==> config.mk <==
export PLATFORM = sky130hd
export DESIGN_NAME = vram_arbiter
export DESIGN_NICKNAME = d
export VERILOG_FILES = /design/src/rtl/vram_arbiter.sv
export SDC_FILE = /design/constraint.sdc
export NUM_CORES = 1
export LEC_CHECK = 0
export CAP_MARGIN = 10
export CORE_MARGIN = 1.5
export CORE_UTILIZATION = 47
export CTS_CLUSTER_DIAMETER = 120
export CTS_CLUSTER_SIZE = 24
export DETAILED_ROUTE_END_ITERATION = 10
export PLACE_DENSITY = 0.75
export SLEW_MARGIN = 40
export SYNTH_ARGS = -nofsm -noshare
export SYNTH_HDL_FRONTEND = slang
export SYNTH_SLANG_ARGS = --single-unit
==> constraint.sdc <==
create_clock -name clk_i -period 2.39 [get_ports clk_i]
set_input_delay 0.478 -clock clk_i [delete_from_list [all_inputs] [get_ports clk_i]]
set_output_delay 0.478 -clock clk_i [all_outputs]
set_load 0.005 [all_outputs]
==> src/rtl/vram_arbiter.sv <==
// Single-port framebuffer RAM arbiter: display reads always win, queued writes
// from a small FIFO drain into every slot the display leaves idle.
module vram_arbiter #(
  parameter  int ADDR_W     = 16,
  parameter  int DATA_W     = 8,
  parameter  int FIFO_DEPTH = 4,
  localparam int PTR_W      = $clog2(FIFO_DEPTH),
  localparam int LVL_W      = PTR_W + 1
) (
  input  logic              clk_i,
  input  logic              reset_n_i,
  input  logic              disp_req_i,
  input  logic [ADDR_W-1:0] disp_addr_i,
  output logic [DATA_W-1:0] disp_data_o,
  output logic              disp_valid_o,
  input  logic              wr_valid_i,
  input  logic [ADDR_W-1:0] wr_addr_i,
  input  logic [DATA_W-1:0] wr_data_i,
  output logic              wr_ready_o,
  output logic [ADDR_W-1:0] ram_addr_o,
  output logic              ram_we_o,
  output logic [DATA_W-1:0] ram_wdata_o,
  input  logic [DATA_W-1:0] ram_rdata_i,
  output logic [LVL_W-1:0]  fifo_level_o,
  output logic              err_sticky_o
);

  typedef enum logic [1:0] {SLOT_IDLE, SLOT_READ, SLOT_WRITE} slot_e;

  slot_e slot;

  logic [ADDR_W+DATA_W-1:0] fifo_mem [FIFO_DEPTH];
  logic [PTR_W-1:0]         wr_ptr_q, wr_ptr_d;
  logic [PTR_W-1:0]         rd_ptr_q, rd_ptr_d;
  logic [LVL_W-1:0]         level_q, level_d;
  logic                     push, pop;
  logic [ADDR_W-1:0]        head_addr;
  logic [DATA_W-1:0]        head_data;

  logic [ADDR_W-1:0]        ram_addr_q, ram_addr_d;
  logic                     ram_we_q, ram_we_d;
  logic [DATA_W-1:0]        ram_wdata_q, ram_wdata_d;

  logic [1:0]               rd_pipe_q, rd_pipe_d;
  logic                     disp_valid_q, disp_valid_d;
  logic [DATA_W-1:0]        disp_data_q, disp_data_d;
  logic                     req_prev_q, req_prev_d;
  logic                     err_q, err_d;

  // Ready depends only on the registered count, so a full FIFO never accepts even if popping.
  assign wr_ready_o = (level_q < LVL_W'(FIFO_DEPTH));
  assign push       = wr_valid_i & wr_ready_o;
  assign {head_addr, head_data} = fifo_mem[rd_ptr_q];

  always_comb begin
    slot = SLOT_IDLE;
    if (disp_req_i)
      slot = SLOT_READ;
    else if (level_q != '0)
      slot = SLOT_WRITE;
  end

  assign pop = (slot == SLOT_WRITE);

  always_comb begin
    wr_ptr_d = push ? wr_ptr_q + 1'b1 : wr_ptr_q;
    rd_ptr_d = pop  ? rd_ptr_q + 1'b1 : rd_ptr_q;
    level_d  = level_q + LVL_W'(push) - LVL_W'(pop);
  end

  always_comb begin
    ram_addr_d  = ram_addr_q;
    ram_wdata_d = ram_wdata_q;
    ram_we_d    = 1'b0;
    case (slot)
      SLOT_READ: ram_addr_d = disp_addr_i;
      SLOT_WRITE: begin
        ram_addr_d  = head_addr;
        ram_wdata_d = head_data;
        ram_we_d    = 1'b1;
      end
      default: ;
    endcase
  end

  // Two-stage marker tracks a read from command to returned RAM data.
  always_comb begin
    rd_pipe_d    = {rd_pipe_q[0], disp_req_i};
    disp_valid_d = rd_pipe_q[1];
    disp_data_d  = rd_pipe_q[1] ? ram_rdata_i : disp_data_q;
    req_prev_d   = disp_req_i;
    err_d        = err_q | (disp_req_i & req_prev_q);
  end

  always_ff @(posedge clk_i) begin
    if (push)
      fifo_mem[wr_ptr_q] <= {wr_addr_i, wr_data_i};
  end

  always_ff @(posedge clk_i or negedge reset_n_i) begin
    if (!reset_n_i) begin
      wr_ptr_q     <= '0;
      rd_ptr_q     <= '0;
      level_q      <= '0;
      ram_addr_q   <= '0;
      ram_we_q     <= 1'b0;
      ram_wdata_q  <= '0;
      rd_pipe_q    <= '0;
      disp_valid_q <= 1'b0;
      disp_data_q  <= '0;
      req_prev_q   <= 1'b0;
      err_q        <= 1'b0;
    end else begin
      wr_ptr_q     <= wr_ptr_d;
      rd_ptr_q     <= rd_ptr_d;
      level_q      <= level_d;
      ram_addr_q   <= ram_addr_d;
      ram_we_q     <= ram_we_d;
      ram_wdata_q  <= ram_wdata_d;
      rd_pipe_q    <= rd_pipe_d;
      disp_valid_q <= disp_valid_d;
      disp_data_q  <= disp_data_d;
      req_prev_q   <= req_prev_d;
      err_q        <= err_d;
    end
  end

  assign ram_addr_o   = ram_addr_q;
  assign ram_we_o     = ram_we_q;
  assign ram_wdata_o  = ram_wdata_q;
  assign disp_valid_o = disp_valid_q;
  assign disp_data_o  = disp_data_q;
  assign fifo_level_o = level_q;
  assign err_sticky_o = err_q;

endmodule

==> metrics.md <==
| Metric | Value |
|---|---|
| Number of buffer and inverter stages on the critical path | 3 |
| Final Hold Fails | 0 |
| Number of max-cap violations | 0 |
| Kind of critical path | reg -> reg |
| Starting DRC count in detailed routing | between 200 and 250 |
| Placer congestion estimate | 0.722 |
| Clock slew seen by the registers of the worst setup and hold paths | approximately 60 ps |
| Routed wire length per instance | 19.2 µm |
| Antenna diode instance count | 0 |
| Number of cell rows | 38 |
| Maximum number of pins on one net before global-route repair | 26 |
| WP data required | 2720 ps |
| Clock tree from TritonCTS | done |
| Fraction of met2 tracks used by global routing | 31.7% |
| Instance area at placement | 6500 µm² |
| Routed Wire Length | 10400 µm |
| Largest voltage drop on the vdd net | 605 µV |
| Most area-hungry cell type in the Yosys netlist | edfxtp_1 |
| Core Region | 11000 µm² |
| Period Utilization, post-route | just over 90% |
| Worst-Margin Slew | 593 ps |
| Startpoint kind of the worst setup timing path | flop |
| Number of max-slew violations in the final report | 0 |
| Cell at the root of the clock tree | clkbuf_16 |
| Fraction of final layout cells with drive strength greater than 1 | 20.1% |
| Outcome | finished clean |
| Clock Latency Late Sink | 410 ps |
| Fraction of the core area covered by cells at the end of the flow | 64.7% |
| Number of iterations in the first detailed-routing pass | 5 |
| Crit path max fanout | 4 |
| Overall Global Routing Usage | 18.9% |
| Via Count | 2854 |
| Post-Syn Area | between 5000 and 6000 µm² |
| Grt met1 use | 23.0% |
| Kind of cell with the highest combined delay on the critical path | adder cells |
| First-pass GRT wire length | 16000 µm |
| Average instance area after synthesis | 19.6 µm² |
| Die ar. | 12100 µm² |
| Hold/Removal Path Class | in -> async |
| Adder-cell share of the synthesized area | 1.77% |
| Crit path arrival time | 2540 ps |
| Critical-path cell list | nor3_2 > or2_1 > inv_6 > ha_1 > inv_1 > ha_1 > inv_1 > fa_1 > xnor2_1 > xnor2_1 |
| Antenna violations before repair | 0 |
| Share of the synthesized area in the top cell type | 53.7% |
| Multiplexer area fraction after synthesis | 14.3% |
| Setup TNS | 0 ps |
| Post-route cell area | roughly 7100 µm² |
| Power per unit of standard cell area | 1130 nW/µm² |
| Horizontal die dimension | around 110 µm |
| Synth Net Count | 333 |
| Setup clock skew after layout | 5.70 ps |
| Slowest Stage Delay on Critical Path | 440 ps |
| Max clock buf depth | 2 |
| Number of buffers created by CTS | 17 |
| Grt ovf | 0 |
| ANT nets after route | 0 |
| Sequential-to-total area share from yosys stat | 74.3% |
| Post-synthesis simple-gate area fraction | roughly 1.4% |
| Cell with the largest stage delay on the worst path | dfrtp_1 |
| Most heavily used metal layer in global routing | met2 |
| Final-report setup violation count | 0 |
| Ys Warns | 0 |
| Combinational family with the most area after synthesis | multiplexers |
| Y dimension of the die | 110 µm |
| Vias in the first global route | 3043 |
| Most frequent standard cell in the layout excluding fill and tap cells | edfxtp_1 |
| Hold buffer count at cts | 0 |
| Max Clk Rate | approximately 450 MHz |
| Met3 capacity usage during global routing | 6.28% |
| Synthesized-area fraction occupied by ao, oa, aoi and oai cells | approximately 4% |
| Net total in the final layout | about 450 |
| FF+latch count, synth | 140 |
| Instance count of the mapped netlist | around 270 |
| Yosys cell types | 27 |
| Via density | about 5.3 |
| Dpl hpwl | 6540 µm |
| Most used cells in the layout excluding fill and tap cells | edfxtp_1 (96), clkdlybuf4s50_1 (89), dfrtp_1 (43) |
| Sink Count | 140 |
| Lkg Pwr | 0.00267 µW |
| Top Ports | 91 |
| Initial standard-cell utilization of the core | 48.8% |
| Worst slew slack as a fraction of its limit | a little over 60% |
| RSZ-0062 raised after global routing | false |
| CTS H-tree depth | 4 |
| Cell types occupying the most area after synthesis | edfxtp_1 (54%), dfrtp_1 (21%), mux4_2 (5.9%), mux4_1 (4.9%), mux2_2 (2.7%) |
| Post-synthesis xor/xnor area fraction | 0.816% |
| Number of remaining DRC errors | 0 |
| Count of buffers from port buffering | 90 |
| Layout Area Growth over Synthesis | 32.4% |
| Endpoint type of the worst setup path | flop |
| Final period demand of the worst path | approximately 2200 ps |
## power by group
group,internal [µW],switching (µW)
Clock,1630,920
Combinational,1220,905
Sequential,3110,245
Total,5960,2070
## flip-flops by register name, summed over array words and instances (netlist names)
register	count
ram_wdata_o	8
ram_we_o	1
err_sticky_o	1
fifo_mem	96
rd_pipe_q	2
disp_valid_o	1
fifo_level_o	3
rd_ptr_q	2
wr_ptr_q	2
disp_data_o	8
ram_addr_o	16
## final cells by class
class                   instances  area [µm²]
flip-flops and latches        140        3990
fillers                       788        3880
inverters                      25        98.8
well taps                     140         175
clock inverters                 3        18.8
multi-input cells              96        1200
repair buffers                109        1050
clock buffers                  29         574
## final timing paths
| kind | start | to | slack (ps) | cells past startpoint |
|---|---|---|---|---|
| setup / recovery | fifo_level_o[0] | fifo_level_o[2] | 180 | 10 |
| min in group clk_i | rd_pipe_q[0] | rd_pipe_q[1] | 380 | 0 |
| setup reg to reg | fifo_level_o[0] | fifo_level_o[2] | 180 | 10 |
| hold / removal | reset_n_i | ram_addr_o[9] | 70 | 1 |
| max in group asynchronous | reset_n_i | ram_addr_o[5] | 1780 | 2 |
| hold reg to reg | rd_pipe_q[0] | rd_pipe_q[1] | 380 | 0 |
## synth_stat cells, drive strengths merged
library cell and count:
nor4 1, xnor2 4, edfxtp 96, clkbuf 3, inv 25, fa 1, nor3 2, a21o 1
or2 1, o21ai 17, dfrtp 44, a22oi 16, xor2 1, ha 6, buf 10, nand2 1
mux2 16, nor2b 1, mux4 24, and2 4
## through the flow
step / total power, µW / setup slack (ps) / cells / hold slack [ps]
finish: 8030 / 183 / 542 / 68.5
global route: 8420 / 32.6 / 542 / 92.4
CTS: 8120 / 94.2 / 542 / 72.1
detailed placement: 5530 / -119 / 510 / 369
global placement: 5450 / -88.6 / 510 / 362
floorplan: 4570 / 120 / 274 / 182
## logic make-up after synthesis
group	count (synthesis)
xor+xnor	5
simple gates	10
flops	140
compound gates	34
fa+ha+maj	7
mux	40
buf+inv	38
## per-layer routing
layer	vias up	share of wire (%)
met5	-	0
met2	90	51
met3	15	5.6
li1	1288	-
met4	0	1.8
met1	1461	42
## repair_timing
action	CTS	global route
setup buffers	0	0
gates resized for setup	0	1
setup endpoints to repair	0	1
No activity file was read; power rests on OpenSTA's default activity.
